[config.mk]
export PLATFORM = sky130hd
export DESIGN_NAME = uart_prog_loader_flat
export DESIGN_NICKNAME = d
export VERILOG_FILES = /design/src/rtl/uart_prog_loader_pkg.sv /design/src/rtl/uart_prog_loader_if.sv /design/src/rtl/uart_prog_loader_rx.sv /design/src/rtl/uart_prog_loader.sv /design/src/flat_wrapper.sv
export SDC_FILE = /design/constraint.sdc
export NUM_CORES = 1
export LEC_CHECK = 0
export CAP_MARGIN = 20
export CORE_UTILIZATION = 51
export DETAILED_ROUTE_END_ITERATION = 16
export PLACE_DENSITY = 0.81
export SYNTH_ARGS = -nofsm -noshare
export SYNTH_HDL_FRONTEND = slang
export SYNTH_SLANG_ARGS = --single-unit
[constraint.sdc]
create_clock -name clk -period 2 [get_ports clk]
set_input_delay 0.4 -clock clk [delete_from_list [all_inputs] [get_ports clk]]
set_output_delay 0.4 -clock clk [all_outputs]
set_load 0.01 [all_outputs]
[src/rtl/uart_prog_loader_pkg.sv]
// Shared state encodings and constants for the UART program loader.
package uart_prog_loader_pkg;

  typedef enum logic [1:0] {
    RxIdle,
    RxStart,
    RxData,
    RxStop
  } rx_state_e;

  typedef enum logic [2:0] {
    LCntHi,
    LCntLo,
    LWHi,
    LWLo,
    LWrite
  } ld_state_e;

  // Stream header: COUNT_HI, COUNT_LO
  localparam int unsigned HeaderBytes = 2;

endpackage

[src/rtl/uart_prog_loader_if.sv]
// Instruction-memory load port and status driven by the boot loader.
interface uart_prog_loader_if;
  logic [15:0] uart_read_addr;
  logic [15:0] uart_read_data;
  logic        prog_we;
  logic        prog_ld;
  logic        load_done;
  logic        frame_err;
  logic [15:0] words_loaded;

  modport master (
    output uart_read_addr, uart_read_data, prog_we, prog_ld, load_done, frame_err, words_loaded
  );

  modport slave (
    input uart_read_addr, uart_read_data, prog_we, prog_ld, load_done, frame_err, words_loaded
  );
endinterface

[src/rtl/uart_prog_loader_rx.sv]
// 8N1 UART receiver: 2-FF synchronizer, mid-bit sampling, one-cycle valid/error pulses.
module uart_prog_loader_rx
  import uart_prog_loader_pkg::*;
#(
  parameter int unsigned CLKS_PER_BIT = 16
) (
  input  logic       clk,
  input  logic       pc_reset,
  input  logic       rx,
  output logic [7:0] rx_byte,
  output logic       byte_valid,
  output logic       byte_err
);

  localparam int unsigned CntW = $clog2(CLKS_PER_BIT);
  localparam logic [CntW-1:0] BitLast  = CntW'(CLKS_PER_BIT - 1);
  localparam logic [CntW-1:0] HalfLast = CntW'(CLKS_PER_BIT / 2 - 1);

  logic [1:0]      sync_q;
  logic            prev_q;
  rx_state_e       state_q, state_d;
  logic [CntW-1:0] cnt_q, cnt_d;
  logic [2:0]      bit_q, bit_d;
  logic [7:0]      shift_q, shift_d;
  logic            valid_q, valid_d;
  logic            err_q, err_d;
  logic            rx_s;

  assign rx_s = sync_q[1];

  always_ff @(posedge clk) begin
    if (pc_reset) begin
      // Idle-high so a reset never looks like a start edge
      sync_q  <= 2'b11;
      prev_q  <= 1'b1;
      state_q <= RxIdle;
      cnt_q   <= '0;
      bit_q   <= '0;
      shift_q <= '0;
      valid_q <= 1'b0;
      err_q   <= 1'b0;
    end else begin
      sync_q  <= {sync_q[0], rx};
      prev_q  <= rx_s;
      state_q <= state_d;
      cnt_q   <= cnt_d;
      bit_q   <= bit_d;
      shift_q <= shift_d;
      valid_q <= valid_d;
      err_q   <= err_d;
    end
  end

  always_comb begin
    state_d = state_q;
    cnt_d   = cnt_q;
    bit_d   = bit_q;
    shift_d = shift_q;
    valid_d = 1'b0;
    err_d   = 1'b0;
    case (state_q)
      RxIdle: begin
        if (prev_q && !rx_s) begin
          state_d = RxStart;
          cnt_d   = '0;
        end
      end
      RxStart: begin
        if (cnt_q == HalfLast) begin
          cnt_d   = '0;
          bit_d   = '0;
          state_d = rx_s ? RxIdle : RxData;
        end else begin
          cnt_d = cnt_q + 1'b1;
        end
      end
      RxData: begin
        if (cnt_q == BitLast) begin
          cnt_d   = '0;
          shift_d = {rx_s, shift_q[7:1]};
          if (bit_q == 3'd7) state_d = RxStop;
          else               bit_d   = bit_q + 3'd1;
        end else begin
          cnt_d = cnt_q + 1'b1;
        end
      end
      RxStop: begin
        if (cnt_q == BitLast) begin
          state_d = RxIdle;
          valid_d = rx_s;
          err_d   = !rx_s;
        end else begin
          cnt_d = cnt_q + 1'b1;
        end
      end
      default: state_d = RxIdle;
    endcase
  end

  assign rx_byte    = shift_q;
  assign byte_valid = valid_q;
  assign byte_err   = err_q;

endmodule

[src/rtl/uart_prog_loader.sv]
// Serial boot loader: streams a counted, big-endian 16-bit program image into instruction memory.
module uart_prog_loader
  import uart_prog_loader_pkg::*;
#(
  parameter int unsigned CLK_HZ = 50000000,
  parameter int unsigned BAUD   = 115200
) (
  input  logic                clk,
  input  logic                pc_reset,
  input  logic                rx,
  uart_prog_loader_if.master  lp
);

  localparam int unsigned CLKS_PER_BIT = CLK_HZ / BAUD;

  logic [7:0] rx_byte;
  logic       byte_valid;
  logic       byte_err;

  uart_prog_loader_rx #(
    .CLKS_PER_BIT(CLKS_PER_BIT)
  ) u_rx (
    .clk       (clk),
    .pc_reset  (pc_reset),
    .rx        (rx),
    .rx_byte   (rx_byte),
    .byte_valid(byte_valid),
    .byte_err  (byte_err)
  );

  ld_state_e   state_q, state_d;
  logic [15:0] count_q, count_d;
  logic [7:0]  hi_q, hi_d;
  logic [15:0] addr_q, addr_d;
  logic [15:0] data_q, data_d;
  logic [15:0] words_q, words_d;
  logic        we_q, we_d;
  logic        ld_q, ld_d;
  logic        done_q, done_d;
  logic        ferr_q, ferr_d;

  always_ff @(posedge clk) begin
    if (pc_reset) begin
      state_q <= LCntHi;
      count_q <= '0;
      hi_q    <= '0;
      addr_q  <= '0;
      data_q  <= '0;
      words_q <= '0;
      we_q    <= 1'b0;
      ld_q    <= 1'b0;
      done_q  <= 1'b0;
      ferr_q  <= 1'b0;
    end else begin
      state_q <= state_d;
      count_q <= count_d;
      hi_q    <= hi_d;
      addr_q  <= addr_d;
      data_q  <= data_d;
      words_q <= words_d;
      we_q    <= we_d;
      ld_q    <= ld_d;
      done_q  <= done_d;
      ferr_q  <= ferr_d;
    end
  end

  always_comb begin
    state_d = state_q;
    count_d = count_q;
    hi_d    = hi_q;
    addr_d  = addr_q;
    data_d  = data_q;
    words_d = words_q;
    ld_d    = ld_q;
    ferr_d  = ferr_q;
    we_d    = 1'b0;
    done_d  = 1'b0;
    if (byte_err) begin
      // Abort: already-written words stay in memory, no completion pulse
      ferr_d  = 1'b1;
      ld_d    = 1'b0;
      state_d = LCntHi;
    end else begin
      case (state_q)
        LCntHi: begin
          if (byte_valid) begin
            count_d[15:8] = rx_byte;
            ld_d          = 1'b1;
            words_d       = '0;
            addr_d        = '0;
            state_d       = LCntLo;
          end
        end
        LCntLo: begin
          if (byte_valid) begin
            count_d[7:0] = rx_byte;
            if ({count_q[15:8], rx_byte} == 16'd0) begin
              done_d  = 1'b1;
              ld_d    = 1'b0;
              state_d = LCntHi;
            end else begin
              state_d = LWHi;
            end
          end
        end
        LWHi: begin
          if (byte_valid) begin
            hi_d    = rx_byte;
            state_d = LWLo;
          end
        end
        LWLo: begin
          if (byte_valid) begin
            data_d  = {hi_q, rx_byte};
            we_d    = 1'b1;
            state_d = LWrite;
          end
        end
        LWrite: begin
          addr_d  = addr_q + 16'd1;
          words_d = words_q + 16'd1;
          if (words_q + 16'd1 == count_q) begin
            done_d  = 1'b1;
            ld_d    = 1'b0;
            state_d = LCntHi;
          end else begin
            state_d = LWHi;
          end
        end
        default: state_d = LCntHi;
      endcase
    end
  end

  assign lp.uart_read_addr = addr_q;
  assign lp.uart_read_data = data_q;
  assign lp.prog_we        = we_q;
  assign lp.prog_ld        = ld_q;
  assign lp.load_done      = done_q;
  assign lp.frame_err      = ferr_q;
  assign lp.words_loaded   = words_q;

endmodule

[src/flat_wrapper.sv]
// flat-port wrapper written by rule: the top's interface ports become plain ports
module uart_prog_loader_flat import uart_prog_loader_pkg::*;
#(
  parameter int unsigned CLK_HZ = 50000000,
  parameter int unsigned BAUD   = 115200
)
  (clk, pc_reset, rx, lp_uart_read_addr, lp_uart_read_data, lp_prog_we, lp_prog_ld, lp_load_done, lp_frame_err, lp_words_loaded);
  uart_prog_loader_if lp_i ();
  input  logic clk;
  input  logic pc_reset;
  input  logic rx;
  output wire logic [$bits(lp_i.uart_read_addr)-1:0] lp_uart_read_addr;
  output wire logic [$bits(lp_i.uart_read_data)-1:0] lp_uart_read_data;
  output wire logic [$bits(lp_i.prog_we)-1:0] lp_prog_we;
  output wire logic [$bits(lp_i.prog_ld)-1:0] lp_prog_ld;
  output wire logic [$bits(lp_i.load_done)-1:0] lp_load_done;
  output wire logic [$bits(lp_i.frame_err)-1:0] lp_frame_err;
  output wire logic [$bits(lp_i.words_loaded)-1:0] lp_words_loaded;
  assign lp_uart_read_addr = lp_i.uart_read_addr;
  assign lp_uart_read_data = lp_i.uart_read_data;
  assign lp_prog_we = lp_i.prog_we;
  assign lp_prog_ld = lp_i.prog_ld;
  assign lp_load_done = lp_i.load_done;
  assign lp_frame_err = lp_i.frame_err;
  assign lp_words_loaded = lp_i.words_loaded;
  uart_prog_loader #(.CLK_HZ(CLK_HZ), .BAUD(BAUD)) u_core (.clk(clk), .pc_reset(pc_reset), .rx(rx), .lp(lp_i));
endmodule
After elaboration in Yosys (flattened, before gate mapping)
Index checks and enable logic that the tools add are counted.

word-level totals
  flip-flop bits (word level) = 106
  input bits = 3
  output and inout port bits = 52
  logic and storage cells = 109

cells by class
  add/subtract/negate cells = 4
  equality and inequality tests = 24
  muxes and demuxes = 36
  bitwise gates (word level) = 4
  reduce and logical (&&, ||, !) cells = 22

operators with widths
  operator                                              count
  one-hot mux 16 bit (2 select lines)                   2
  two-way mux 9 bit                                     4
  one-hot mux 9 bit (4 select lines)                    1
  adder 16 x 1 -> 16 bit (second input constant)        2
  inequality test 2 bit (second input constant)         11
  two-way mux 3 bit                                     7
  equality test 16 bit                                  1
  zero test 16 bit                                      1
  two-way mux 16 bit                                    1
  two-way mux 2 bit                                     8
  one-hot mux 3 bit (5 select lines)                    1
  AND reduction 3 bit                                   5
  AND reduction 5 bit                                   2
  adder 9 x 1 -> 9 bit (second input constant)          1
  equality test 9 x 8 -> 1 bit (second input constant)  1
  equality test 9 bit (second input constant)           1
  two-way mux 1 bit                                     8
  one-hot mux 2 bit (4 select lines)                    1
  AND reduction 4 bit                                   2
  equality test 3 x 2 -> 1 bit (second input constant)  2
  equality test 3 bit (second input constant)           2
  one-hot mux 3 bit (2 select lines)                    1
  OR reduction 3 bit                                    2
  equality test 2 bit (second input constant)           2
  15 further kinds                                      21

Depth between registers and ports, before layout
  depth in word-level cells = 4
  gate-level depth with buffers = 9
  mapped depth without buffers = 9

Cells and area by module
From an unflattened synthesis, not the netlist that was laid out.

second synthesis, totals
  cell total of the unflattened synthesis = 600
  area, all modules = 5236.3 sq um

by module, submodules not included
  module               instances  cells each  area each (sq um)  seq. area each (sq um)
  uart_prog_loader     1          450         3806.2             1581.5
  uart_prog_loader_rx  1          150         1430.1             540.5

Worst setup path after synthesis
OpenSTA, ideal clock, no wires.

  kind = register to register
  from = register u_core.words_q[0] (netlist: u_core.lp.words_loaded[0])
  to = register u_core.state_q[1]
  setup time = 0.131 ns
  data arrival time = 1.934 ns
  required time = 1.869 ns
  path slack = -0.065 ns
  stages on the path, launching flop included = 10
  path buffers = 1
  period minus slack after synthesis = 2.065 ns
  cell sequence = dfxtp_1 -> ha_1 -> buf_2 -> nand3_2 -> nor4_2 -> xnor2_1 -> nor3_1 -> o2111ai_1 -> a21oi_1 -> nor3_1

between the ends
  longest elaborated chain between the ends = 4

ends and longest elaborated chain
  item                                RTL line                 RTL
  start, declared                     uart_prog_loader.sv:36   logic [15:0] words_q, words_d;
  start signal, assigned              uart_prog_loader.sv:60   words_q <= words_d;
  adder 16 x 1 -> 16 bit              uart_prog_loader.sv:123  if (words_q + 16'd1 == count_q) begin
  equality test 16 bit                uart_prog_loader.sv:123
  two-way mux 2 bit                   uart_prog_loader.sv:123
  one-hot mux 3 bit (5 select lines)  uart_prog_loader.sv:85   case (state_q)
  end signal, assigned                uart_prog_loader.sv:44   state_q <= LCntHi;
  end signal, assigned                uart_prog_loader.sv:55   state_q <= state_d;
  end, declared                       uart_prog_loader.sv:31   ld_state_e state_q, state_d;

Every way passes these cells.
A chain may end at the register's enable or synchronous reset.

Worst setup path in the final report
  from = register u_core.words_q[11] (netlist: u_core.lp.words_loaded[11])
  to = register u_core.done_q (netlist: u_core.lp.load_done)

between the ends
  longest elaborated chain between the ends = 4

ends and longest elaborated chain
  item                                RTL line                 RTL
  adder 16 x 1 -> 16 bit              uart_prog_loader.sv:123
  equality test 16 bit                uart_prog_loader.sv:123
  two-way mux 1 bit                   uart_prog_loader.sv:123
  one-hot mux 1 bit (2 select lines)  uart_prog_loader.sv:85
  end signal, assigned                uart_prog_loader.sv:63   done_q <= done_d;
  end, declared                       uart_prog_loader.sv:39   logic done_q, done_d;

Every way passes these cells.

==> impl_metrics.tcl <==
set metrics [dict create \
    cp-start-kind "register" \
    synthTopCellsByCount "dfxtp_1, nor2_1, nand2_1" \
    fin_crit_sh_pct 99.6 \
    drt_iter0_drc 248 \
    critPathKind "register to register" \
    syn_avg_cell_area_um2 8.32 \
    place.port_buffers 54 \
    fin_cells 805 \
    antenna_cells 0 \
    nNetsFinal 681 \
    cp.buffers_inverters 1 \
    synth_area_leaders "dfxtp_1, nor2_1, a21oi_1, mux2i_1, nand2_1" \
    p_leak_nw 2.36 \
    arrival_ps 2310 \
    status "finished clean" \
    cts_max_level 3 \
    yosysMostFrequentCell "dfxtp_1" \
    grt_max_degree 42 \
    start_util_pct 52.7 \
    cts_tree "done" \
    dieArea_mm2 0.00999 \
    wire_per_inst_um 14.9 \
    gp_congestion 0.941 \
    vias 4517 \
    num_io_pins 55 \
    grt_pass1_vias 4334 \
    grt_usage_pct 24.8 \
    slowest_delay_ps 340 \
    grt_pass1_wl_um 20000 \
    postCtsHoldBufs 0 \
    timing.fmax_mhz 502 \
    crit_required_ps 2320 \
    n_fill_cell 764 \
    routed_wl_um 12000 \
    synth-edff-count 0 \
    die_x_um 100 \
    pwr_density_cell_mw_per_mm2 594 \
    rsz0062_at_grt "yes" \
    die_h_um 100 \
    placed_cells_incl_taps 780 \
    final_cell_area_mm2 0.00624 \
    ys_types 50 \
    power_mw 3.71 \
    peakVddDrop_v 0.000451 \
    fin_util_pct 67.3 \
    placed_area_mm2 0.00580 \
    path_delay_family "compound AO/OA/AOI/OAI gates" \
    path_clk_slew_ps 100 \
    antenna_found_initial 0 \
    place_hpwl_um 8400 \
    ys_ff_latch 106 \
    path_cells "buf_4, xnor2_1, or3_1, a211o_1, a22oi_2, o2111ai_2, nor2_2, o21a_1" \
    final.setup.tns_ps 0 \
    crit_path_max_fanout 7 \
    preCtsSetupSlack_ps -76.3 \
    areaGrowthSynthToFinish_pct 27.6 \
    via_per_inst 5.61 \
    yosysTopAreaCell "dfxtp_1" \
    fin_crit_ps 1990 \
    drtPass1Iterations 5 \
    min_path_type "register to register" \
    cts_buffer_depth 2 \
    setup_ws_ps 8.19 \
    slew_headroom_pct 64.4 \
    drv_slew 0 \
    cts_sinks 106 \
    whs_ps 423 \
    end_kind "register" \
    synthArstFlopShare_pct 0 \
    maxCapViolations 0 \
    setup_viol 0 \
    tightest_slew_ps 534 \
    drive_gt1_share_pct 17.2 \
    core-area_mm2 0.00928 \
    ant_nets 0 \
    yosysSeqAreaShare_pct 43.4 \
    netlist.area_leader.share_pct 43.4 \
    rows 35 \
    cp_slowest_cell "dfxtp_1" \
    netlist_instances 588 \
    synth_warnings 0 \
    finClkSkew_ps 8.95 \
    cts_root_buffer "clkbuf_8" \
    syn_area_mm2 0.00489 \
    syn_nets 598 \
    ys.flop_type "dfxtp_1" \
    drcViolationCount 0 \
    cts_buffers 9 \
    grt_overflow 0 \
    clk_latency_ps 370 \
    hold_viol 0 \
]
sequential cells by signal, indices dropped and copies added, names as in the netlist, 8 cells and up, named ones only:
register                  count
u_core.u_rx.cnt_q             9
u_core.count_q               16
u_core.u_rx.rx_byte           8
u_core.lp.uart_read_addr     16
u_core.lp.uart_read_data     16
u_core.hi_q                   8
u_core.lp.words_loaded       16
where the power goes:
| group | internal (mW) | leakage [nW] | switching, mW |
|---|---|---|---|
| registers | 2.11 | 0.861 | 0.00643 |
| clock network | 0.735 | 0.116 | 0.775 |
| logic | 0.0283 | 1.38 | 0.0510 |
| total | 2.87 | 2.36 | 0.832 |
what timing repair did:
| item | CTS | global route |
|---|---|---|
| pin swaps | 1 | 20 |
| gates resized for setup | 4 | 31 |
| setup buffers | 0 | 9 |
| setup endpoints to repair | 3 | 19 |
worst register-to-register path: stages (launching register included):
cell and delay [ps]:
dfxtp_1 340, buf_4 170, xnor2_1 170, or3_1 320
a211o_1 270, a22oi_2 200, o2111ai_2 180, nor2_2 180
o21a_1 110
worst paths after layout:
check                           cells past startpoint  slack [ps]                  startpoint                    end
worst max-delay path                                8           8  u_core.lp.words_loaded[11]    u_core.lp.load_done
worst min register to register                      1         420       u_core.u_rx.sync_q[0]  u_core.u_rx.sync_q[1]
worst min-delay path                                1         420       u_core.u_rx.sync_q[0]  u_core.u_rx.sync_q[1]
worst max register to register                      8           8  u_core.lp.words_loaded[11]    u_core.lp.load_done
logic make-up after synthesis:
| kind of cell | after synthesis | share of synthesized area (%) |
|---|---|---|
| multiplexers | 26 | 5.32 |
| flip-flops | 106 | 43.4 |
| AO/OA/AOI/OAI | 100 | 11.6 |
| adder cells (fa/ha/maj) | 7 | 1.79 |
| XOR/XNOR | 38 | 6.80 |
| AND/OR/NAND/NOR | 271 | 27.4 |
| buffers and inverters | 40 | 3.71 |
per-layer routing:
| layer | part of all wire, % | vias up | track usage (%) |
|---|---|---|---|
| met5 | 0 | - | 0 |
| met4 | 2.1 | 0 | 9.73 |
| met2 | 49 | 137 | 42.5 |
| met3 | 4.5 | 24 | 4.04 |
| met1 | 44 | 2143 | 31.1 |
| li1 | - | 2213 | - |
cell type report:
cell class	count	area [um2]	share of cell area, %
clock buffers	10	128	2.04
clock inverters	6	105	1.68
inverters	2	7.51	0.120
multi-input cells	442	2720	43.5
flip-flops and latches	106	2140	34.3
well taps	129	161	2.59
repair buffers	110	980	15.7
layout by cell type (no fill, tap or decap), types with 3 or more instances in the layout:
cell / instances
a22oi_1: 3
mux2i_1: 26
nand2b_1: 6
and2_1: 3
buf_4: 52
nor2b_1: 3
xnor2_1: 20
o21ai_0: 22
nor4_1: 11
clkbuf_8: 9
nand2_1: 68
dfxtp_1: 93
or2_2: 3
ha_1: 6
nand3b_1: 3
a21oi_1: 54
nor4_2: 4
dfxtp_2: 11
nor2_1: 83
buf_6: 3
or3_1: 10
xor2_1: 17
nand3_1: 25
nand4_1: 13
clkdlybuf4s50_1: 53
nor3b_1: 3
nor3_1: 8
and3_1: 7
Power figures use the tool's default switching activity.
